==> src/rtl/w_bit_n_demux_pkg.sv <==
// w_bit_n_demux_pkg: shared defaults and slot-state encoding for the demux.
package w_bit_n_demux_pkg;
  localparam int DEF_N = 4;
  localparam int DEF_M = 2;
  localparam int DEF_W = 4;
  typedef enum logic {EMPTY = 1'b0, FULL = 1'b1} slot_state_t;
endpackage

==> src/rtl/w_bit_n_demux_out_slot.sv <==
// demux_out_slot: one-entry output slot with a W-bit register and a full flag.
module demux_out_slot
  import w_bit_n_demux_pkg::*;
#(
  parameter int W = DEF_W
) (
  input  logic         clk,
  input  logic         rst,
  input  logic         i_load,
  input  logic [W-1:0] i_data,
  input  logic         i_ready,
  output logic         o_valid,
  output logic [W-1:0] o_data
);
  slot_state_t  r_state;
  logic [W-1:0] r_data;
  always_ff @(posedge clk) begin
    if (rst) begin
      r_state <= EMPTY;
      r_data  <= '0;
    end else if (i_load) begin
      r_state <= FULL;
      r_data  <= i_data;
    end else if (r_state == FULL && i_ready) begin
      r_state <= EMPTY;
    end
  end
  assign o_valid = (r_state == FULL);
  assign o_data  = r_data;
endmodule

==> src/rtl/w_bit_n_demux.sv <==
// w_bit_n_demux: routes a W-bit word to one of N one-entry output slots, dropping out-of-range selects.
module w_bit_n_demux
  import w_bit_n_demux_pkg::*;
#(
  parameter int N = DEF_N,
  parameter int m = DEF_M,
  parameter int W = DEF_W
) (
  input  logic           clk,
  input  logic           rst,
  input  logic [W-1:0]   in_data,
  input  logic [m-1:0]   sel,
  input  logic           in_valid,
  output logic           in_ready,
  output logic [N*W-1:0] out,
  output logic [N-1:0]   out_valid,
  input  logic [N-1:0]   out_ready,
  output logic [7:0]     drop_cnt
);
  localparam int P = 1 << m;
  localparam logic [m:0] NL = (m+1)'(N);
  logic [P-1:0] w_full_p;
  logic [P-1:0] w_rdy_p;
  logic         w_oor;
  logic         w_take;
  logic [7:0]   r_drop;
  // widen per-channel flags to the full select range so sel never indexes past the vector
  assign w_full_p = P'(out_valid);
  assign w_rdy_p  = P'(out_ready);
  assign w_oor    = {1'b0, sel} >= NL;
  assign in_ready = w_oor | ~w_full_p[sel] | w_rdy_p[sel];
  assign w_take   = in_valid & in_ready & ~rst;
  for (genvar k = 0; k < N; k++) begin : g_slot
    demux_out_slot #(.W(W)) u_slot (
      .clk     (clk),
      .rst     (rst),
      .i_load  (w_take && sel == m'(k)),
      .i_data  (in_data),
      .i_ready (out_ready[k]),
      .o_valid (out_valid[k]),
      .o_data  (out[k*W +: W])
    );
  end
  always_ff @(posedge clk) begin
    if (rst) r_drop <= '0;
    else if (w_take && w_oor && r_drop != 8'hFF) r_drop <= r_drop + 8'd1;
  end
  assign drop_cnt = r_drop;
endmodule

==> config.mk <==
export PLATFORM = sky130hd
export DESIGN_NAME = w_bit_n_demux
export DESIGN_NICKNAME = d
export VERILOG_FILES = /design/src/rtl/w_bit_n_demux_pkg.sv /design/src/rtl/w_bit_n_demux_out_slot.sv /design/src/rtl/w_bit_n_demux.sv
export SDC_FILE = /design/constraint.sdc
export NUM_CORES = 1
export LEC_CHECK = 0
export CAP_MARGIN = 10
export CELL_PAD_IN_SITES_DETAIL_PLACEMENT = 2
export CELL_PAD_IN_SITES_GLOBAL_PLACEMENT = 2
export CORE_AREA = 4 4 72 74
export CTS_CLUSTER_DIAMETER = 60
export CTS_CLUSTER_SIZE = 30
export DETAILED_ROUTE_END_ITERATION = 12
export DIE_AREA = 0 0 76 78
export GPL_TIMING_DRIVEN = 1
export HOLD_SLACK_MARGIN = 0.02
export PLACE_DENSITY_LB_ADDON = 0.1
export SYNTH_ARGS = -nofsm -noshare
export SYNTH_HDL_FRONTEND = slang
export SYNTH_HIERARCHICAL = 1
export SYNTH_SLANG_ARGS = --single-unit
==> constraint.sdc <==
create_clock -name clk -period 1.04 [get_ports clk]
set_input_delay 0.104 -clock clk [delete_from_list [all_inputs] [get_ports clk]]
set_output_delay 0.104 -clock clk [all_outputs]
set_load 0.01 [all_outputs]
[Word level (Yosys, flattened, before mapping)]
Index checks and enable logic that the tools add are counted.
Operators by class
  $lt $le $gt $ge: 1
  eq/ne operators: 3
  multiplexer cells: 12
  bitwise operators: 5
  reductions and logical operators: 13
Operators by type and width (count)
  two-way mux 1 bit: 10
  logical AND 1 bit: 8
  nonzero test 2 bit: 4
  binary-select mux 1 bit (select 2 bit): 2
  equality test 2 bit (second input constant): 2
  < comparator 2 x 3 -> 1 bit (second input constant): 1
  bitwise AND 1 bit: 2
  equality test 2 x 1 -> 1 bit (second input constant): 1
  logical NOT 2 bit: 1
  inverter 1 bit: 2
  bitwise OR 1 bit: 1
Word-level totals
  bits in registers: 20
  input port bits: 13
  output and inout bits: 29
  logic and storage cells: 42

[Logic depth before layout (Yosys ltp)]
Gate-level depths: netlist of the first run.
  depth in word-level cells: 8
  mapped depth: 5
  depth with buffers taken out: 4

[Hierarchy]
Netlist of the first run, hierarchy kept.
Modules (own cells, without submodules)
  demux_out_slot: times used 4, cells each 17, area each 181.4 um2, sequential area each 100.1 um2
  w_bit_n_demux: times used 1, cells each 21, area each 168.9 um2, sequential area each 0.0 um2

[Least setup slack after synthesis of the first run]
OpenSTA, ideal clock, no wires.
  path type: reg-to-reg
  start point: reg g_slot[0].u_slot.r_state
  end point: reg g_slot[0].u_slot.r_data[0]
  setup time: 0.114 ns
  data arrival time: 1.068 ns
  required time: 0.926 ns
  setup slack: -0.142 ns
  stages on the path, launching flop included: 6
  path buffers: 1
  clock period less this slack: 1.182 ns
  cell sequence: dfxtp_1 nand2b_1 nor4b_1 buf_6 mux2i_1 nor2_1
On the way
  cells in the longest elaborated chain, start to end: 7
RTL lines
  from (decl): RTL line w_bit_n_demux_out_slot.sv:15  | slot_state_t r_state;
  from (signal assigned): RTL line w_bit_n_demux_out_slot.sv:19  | r_state <= EMPTY;
  from (signal assigned): RTL line w_bit_n_demux_out_slot.sv:22  | r_state <= FULL;
  from (signal assigned): RTL line w_bit_n_demux_out_slot.sv:25  | r_state <= EMPTY;
  binary-select mux 1 bit (select 2 bit): RTL line w_bit_n_demux.sv:31  | assign in_ready = w_oor | ~w_full_p[sel] | w_rdy_p[sel];
  two-way mux 1 bit (implied by the code): RTL line w_bit_n_demux.sv:31
  inverter 1 bit: RTL line w_bit_n_demux.sv:31
  bitwise OR 1 bit: RTL line w_bit_n_demux.sv:31
  bitwise AND 1 bit (2 in a row): RTL line w_bit_n_demux.sv:32  | assign w_take = in_valid & in_ready & ~rst;
  logical AND 1 bit: RTL line w_bit_n_demux.sv:37  | .i_load (w_take && sel == m'(k)),
  to (signal assigned): RTL line w_bit_n_demux_out_slot.sv:23  | r_data <= i_data;
  to (decl): RTL line w_bit_n_demux_out_slot.sv:16  | logic [W-1:0] r_data;
No other way between the ends. The select of a mux whose other input is x is not followed.
A chain may end at the register's enable or synchronous reset.

[Worst setup path after layout of the first run]
  start point: reg g_slot[3].u_slot.r_state
  end point: out in_ready
On the way
  cells in the longest elaborated chain, start to end: 4
RTL lines
  from (decl): RTL line w_bit_n_demux_out_slot.sv:15
  from (signal assigned): RTL line w_bit_n_demux_out_slot.sv:19
  from (signal assigned): RTL line w_bit_n_demux_out_slot.sv:22
  from (signal assigned): RTL line w_bit_n_demux_out_slot.sv:25
  binary-select mux 1 bit (select 2 bit): RTL line w_bit_n_demux.sv:31
  two-way mux 1 bit (implied by the code): RTL line w_bit_n_demux.sv:31
  inverter 1 bit: RTL line w_bit_n_demux.sv:31
  bitwise OR 1 bit: RTL line w_bit_n_demux.sv:31
  to (decl): RTL line w_bit_n_demux.sv:14  | output logic in_ready,
No other way between the ends. The select of a mux whose other input is x is not followed.

==> results.md, run 1 <==
* Placeable core region at 4600 sq um
* Largest net degree at the start of global routing at 21
* Fin crit period at 1.38 ns
* Run status: finished with violations
* Sequential Power Share at approximately half
* Failing checks: setup timing
* Clk sink count at 20
* Io pins at 42
* Row count at 25
* Critical-path top delay cell: mux4_2
* Hold Vio Cnt, Final at 0
* Power share of the clock group at between 30 and 40%
* Total power at around 1.6 mW
* Max Cap Viol at 0
* CTS tree: yes
* Post-route ant nets at 0
* Hold Path Class: in -> reg
* Area grow syn2layout at 64.8%
* CTS root buffer: clkbuf_8
* Critical Path AT at approximately 1.3 ns
* Drt pass-1 iters at 3
* GPL Wtd Cong at roughly 0.7
* # DRC at 0
* Layout cells sized above 1 at between 30 and 40%
* Later-pin clock latency in the skew report at roughly 0.26 ns
* Worst Setup End Kind: primary output
* Psw at 0.388 mW
* Synth area leader: dfxtp_1
* Via Count at 760
* Clk buf depth at 2
* GRT Overall Usage at roughly a tenth
* Final setup fails at 18
* Cell area after synthesis at 895 sq um
* Fin. max-slew vios at 0
* Crit start category: flip-flop
* Number of global-route vias before repair at ~860
* Flops & latches, synth at 20
* H-tree depth at 1
* Top cell type's share of synthesized area at between 40% and 50%
* Initial core utilization at around a fifth
* Synth Area per Inst at 10.1 sq um
* Sequential element share of the synthesized area at between 40 and 50%
* CTS buffer count at 3
* Die Area at around 5900 sq um
* Pint at between 1 and 1.5 mW
* CP Class: reg -> out
* Commonest non-fill, non-tap cells in the layout: 21 x dlygate4sd2_1, 16 x nor2_1, 16 x dfxtp_1, 15 x mux2i_1
* HPWL Detailed at about 2000 um
* N_diodes at 0
* Worst-path clk slew at roughly 0.080 ns
* Final WL at ~2700 um
* 1st-iter DRT viols at 27
* Die width at roughly 76 um
* Routed length per instance at about 14 um
* Net count, final at approximately 150
* Die height at slightly below 80 um
* Power Density at between 1000 and 1500 nW/um^2
* Max rail drop VDD at about 0.54 mV
* Sequential cell area at slightly above 400 sq um
* First-pass GRT wire length at 4520 um
* Tcrit/Tclk final at 132%
* RSZ-0062 raised after global routing: yes
* Most common cell after layout, fill and taps aside: dlygate4sd2_1
* Worst Skew at about 0.0024 ns
* Top cells by area, synth: dfxtp_1 45%, mux2i_1 18%, buf_4 6.7%
* FILL cells at 500
* Gr ovfl total at 0
* Synthesis Warnings at 6
* Buf+Inv Stages, Crit Path at 1
* Number of buffers added on ports at 33
* Leakage at about 0.66 nW
* Fmax at approximately 0.73 GHz
* Slowest stage delay, CP at around 0.47 ns
* Initial antenna violation count at 0
* Place WS at -0.694 ns
* Via/cell ratio at 3.98
* CP required at roughly 0.94 ns
* Fin worst setup slack at -0.337 ns
* Max Fanout on Critical Path at 2
* Yosys cell types at 14
* Switch share at between 20% and 30%
* Combinational share of power at 14.0%
* Crit path cell chain: nand2b_4 > mux4_2 > buf_6
* Cells after Synth at 89
* Multi-input logic area at roughly 490 sq um
* Cell family with most CP delay: multiplexers
==> stage by stage <==
step / instances / utilization, % / hold WS, ns / TNS, ns / area [sq um]
after floorplan: 96 / - / 0.166 / -0.156 / 965
after global placement: 184 / 29.5 / 0.480 / -11.18 / 1360
after detailed placement: 184 / 29.5 / 0.488 / -12.00 / 1360
after CTS: 188 / 30.5 / 0.248 / -2.32 / 1400
after global routing: 191 / 32.1 / 0.273 / -4.03 / 1470
final: 191 / 32.1 / 0.265 / -2.41 / 1470
==> per-layer routing <==
metal | global-route usage (%) | vias to the layer above | wire [um]
li1 | - | 368 | -
met1 | 11.1 | 370 | 1150
met2 | 16.2 | 20 | 1370
met3 | 3.13 | 2 | 140
met4 | 2.14 | 0 | 12
met5 | 0 | - | 0
==> path summary, 6_finish.rpt <==
check                                           startpoint                          to  slack, ns  cells after the start
worst max register to register    g_slot[0].u_slot/o_valid  g_slot[0].u_slot/o_data[1]      -0.21                      6
worst min-delay path                          out_ready[2]    g_slot[2].u_slot/o_valid       0.26                      3
worst max-delay path              g_slot[3].u_slot/o_valid                    in_ready      -0.34                      3
worst min register to register  g_slot[1].u_slot/o_data[2]  g_slot[1].u_slot/o_data[2]       0.50                      2
==> cells by family (layout without fill, tap and decap cells) <==
family / count (synthesis) / after routing / synth area share, %
and+or+nand+nor: 30 / 30 / 18.3
muxes: 17 / 17 / 20.4
other: 1 / 8 / 0.419
buffers and inverters: 17 / 58 / 13.8
AOI/OAI and AO/OA: 4 / 4 / 2.24
DFF: 20 / 20 / 44.8
==> layout make-up <==
cell class / count / share of cell area [%]
well taps: 54 / 4.58
inverters: 5 / 1.27
clock buffers: 4 / 3.74
multi-input cells: 59 / 33.5
flip-flops and latches: 20 / 27.5
repair buffers: 49 / 29.4
==> synthesized netlist by cell type <==
library cell and count:
a21oi_1 4, buf_4 8, buf_6 4, conb_1 1
dfxtp_1 20, inv_1 5, mux2i_1 16, mux4_2 1
nand2b_1 8, nand2b_4 1, nand3b_1 1, nor2_1 16
nor3b_1 2, nor4b_1 2
==> worst register-to-register path, cell delays in order (launching register included) <==
cell and delay, ns:
dfxtp_2 0.34, nand2b_4 0.07, buf_6 0.08, nor4b_4 0.21, buf_4 0.19, mux2i_1 0.19
nor2_1 0.05
==> repair_timing <==
item                                    in CTS  in global routing
buffers inserted                             1                  3
resized for setup                           54                 18
hold buffers                                 0                  0
endpoints found under the setup margin      41                 22
pin swaps                                    1                  8
==> sequential cells by signal (all words and copies together), names as in the netlist <==
name,flops
g_slot.u_slot/o_data,16
g_slot.u_slot/o_valid,4
==> power by group through the flow <==
stage	Clock [mW]	Combinational (mW)	Sequential, mW
2_1_floorplan	0	0.102	0.818
3_5_place_dp	0	0.222	0.811
6_report	0.604	0.227	0.794
4_1_cts	0.631	0.212	0.794
5_1_grt	0.674	0.247	0.796
3_3_place_gp	0	0.219	0.810
Power figures use the tool's default switching activity.
==> inputs of run 2 (changes only) <==
- CORE_AREA: 4 4 72 74 -> 4 4 68 70
- CTS_CLUSTER_SIZE: 30 -> unset
- DIE_AREA: 0 0 76 78 -> 0 0 72 74
- GPL_ROUTABILITY_DRIVEN: unset -> 0
- clock period: 1.04 -> 1.5 ns (I/O delays scaled with it)
==> results.md, run 2 (synthesis gave the netlist of run 1 again) <==
* Die Area at roughly 5300 sq um
* Via/cell ratio at around 4
* First-pass GRT wire length at ~3800 um
* H-tree depth at 1
* Critical-path top delay cell: mux4_2
* Power share of the clock group at between 30 and 40%
* Die height at between 70 and 80 um
* Clk buf depth at 2
* CTS root buffer: clkbuf_8
* R2r setup slk at roughly 0.27 ns
* Pint at between 0.8 and 0.9 mW
* Worst r2r src: g_slot[0].u_slot/o_valid
* Post-route ant nets at 0
* GRT Overall Usage at 9.16%
* Slowest stage delay, CP at 0.46 ns
* Psw at approximately 0.23 mW
* FF-to-FF path depth at 5
* Gr ovfl total at 0
* Worst Skew at around 0.00080 ns
* Finished Cell Area at 1380 sq um
* CTS tree: yes
* Drt pass-1 iters at 2
* Worst-path clk slew at approximately 0.070 ns
* Number of global-route vias before repair at between 700 and 800
* Initial antenna violation count at 0
* Most common cell after layout, fill and taps aside: clkdlybuf4s50_1
* Crit start category: flip-flop
* Max Fanout on Critical Path at 2
* Commonest non-fill, non-tap cells in the layout: 27 x clkdlybuf4s50_1, 18 x dfxtp_1, 16 x mux2i_1, 16 x nor2_1, 11 x buf_4
* Switch share at about 22%
* Buf+Inv Stages, Crit Path at 1
* Layout cells sized above 1 at between 15 and 20%
* Largest register FFs at 16
* Non-filler cells, final at 181
* Worst Setup End Kind: primary output
* RSZ-0062 raised after global routing: no
* Final setup fails at 0
* FILL cells at about 450
* CP required at 1.35 ns
* Combinational share of power at 14.1%
* Run status: finished, final reports clean
* Max Cap Viol at 0
* Initial core utilization at 22.5%
* Critical Path AT at approximately 1.3 ns
* Sequential Power Share at a little over half
* Final WL at 2440 um
* 1st-iter DRT viols at 6
* Number of buffers added on ports at 33
* Die width at 72 um
* CTS buffer count at 3
* Max rail drop VDD at approximately 0.46 mV
* Leakage at about 0.55 nW
* Power Density at 747 nW/um^2
* Via Count at between 700 and 800
* Row count at 23
* Area grow syn2layout at 54.0%
* Worst Setup EP: in_ready
* Reg2Reg Capture Point: g_slot[0].u_slot/o_data[3]
* Cell Area, Placed at approximately 1300 sq um
* Fin crit period at about 1.4 ns
* Cell family with most CP delay: multiplexers
* Later-pin clock latency in the skew report at about 0.25 ns
* Hold Path Class: in -> reg
* CP Class: reg -> out
* Fin. max-slew vios at 0
* Crit. path cell count at 3
* Routed length per instance at 13.5 um
* Inst Count DP at 177
* CP startpoint: g_slot[0].u_slot/o_valid
* Largest net degree at the start of global routing at 21
* Fmax at between 0.6 and 0.7 GHz
* Clk sink count at 20
* Io pins at 42
* Placeable core region at ~4000 sq um
* Crit path cell chain: nand2b_4 > mux4_2 > buf_6
* N_diodes at 0
* # DRC at 0
* Hold Vio Cnt, Final at 0
* Net count, final at approximately 150
* HPWL Detailed at about 1900 um
* Tcrit/Tclk final at a little over nine tenths
[run 2: changes by cell type in the layout (fill, tap and decap cells not counted), sizes merged]
cell           delta
buf               -9
clkdlybuf4s15     -2
clkbuf            -2
dlymetal6s2s      +5
dlygate4sd2      -21
clkdlybuf4s50    +23
[run 2: stage by stage]
step                total power [mW]  setup WS [ns]  hold slack [ns]  util [%]  TNS [ns]
floorplan                      0.632          0.318            0.219         -         0
global placement               0.701         -0.313            0.479      32.3     -2.64
detailed placement             0.705         -0.352            0.490      32.3     -3.01
CTS                             1.06        0.00820            0.512      34.1         0
global route                    1.09        0.00262            0.231      34.7         0
finish                          1.03         0.0550            0.204      34.7         0
[run 2: how the worst min path moves through the flow]
stage / depth (start not counted) / start / slack, ns / endpoint
2_1_floorplan: 1 / rst / 0.22 / g_slot[0].u_slot/o_valid
3_3_place_gp: 2 / g_slot[3].u_slot/o_data[3] / 0.48 / g_slot[3].u_slot/o_data[3]
3_5_place_dp: 2 / g_slot[1].u_slot/o_data[1] / 0.49 / g_slot[1].u_slot/o_data[1]
4_1_cts: 2 / g_slot[1].u_slot/o_data[1] / 0.51 / g_slot[1].u_slot/o_data[1]
5_1_grt: 3 / out_ready[3] / 0.23 / g_slot[3].u_slot/o_valid
6_report: 3 / out_ready[3] / 0.20 / g_slot[3].u_slot/o_valid
[run 2: worst register-to-register path, delay by kind of cell (launching register included)]
family | cells | cell delay (ns)
AND/OR/NAND/NOR | 3 | 0.37
flip-flops | 1 | 0.34
buffers and inverters | 1 | 0.21
multiplexers | 1 | 0.20
[run 2: layout make-up]
| class | instances | area (sq um) | area share, % |
|---|---|---|---|
| flip-flops and latches | 20 | 403 | 29.2 |
| repair buffers | 44 | 427 | 31.0 |
| well taps | 50 | 62.6 | 4.54 |
| inverters | 5 | 18.8 | 1.36 |
| multi-input cells | 59 | 425 | 30.9 |
| clock buffers | 3 | 41.3 | 3.00 |
[run 2: power groups by stage]
| stage | Clock, mW | Sequential [mW] | Combinational (mW) |
|---|---|---|---|
| 4_1_cts | 0.357 | 0.550 | 0.149 |
| 5_1_grt | 0.384 | 0.552 | 0.157 |
| 3_5_place_dp | 0 | 0.561 | 0.144 |
| 3_3_place_gp | 0 | 0.561 | 0.140 |
| 2_1_floorplan | 0 | 0.567 | 0.0649 |
| 6_report | 0.334 | 0.550 | 0.145 |
[run 2: metal layers]
metal	up-vias	track usage (%)	part of all wire, %
li1	358	-	-
met1	339	11.7	43
met2	26	15.0	49
met3	2	2.57	6.8
met4	0	3.13	0.33
met5	-	0	0
[run 2: what timing repair did]
| item | 4_1_cts | 5_1_grt |
|---|---|---|
| resized for setup | 9 | 7 |
| hold buffers | 0 | 0 |
| endpoints found under the hold margin | 0 | 0 |
| endpoints found under the setup margin | 2 | 6 |
| setup buffers | 0 | 1 |
==> inputs of run 3 (changes only) <==
- MAX_ROUTING_LAYER: unset -> met4
==> results of run 3 <==
The final DEF is identical to that of run 2; final timing and power are the same.
Main changes from that run: overall routing resource usage 9.16% -> 9.45%
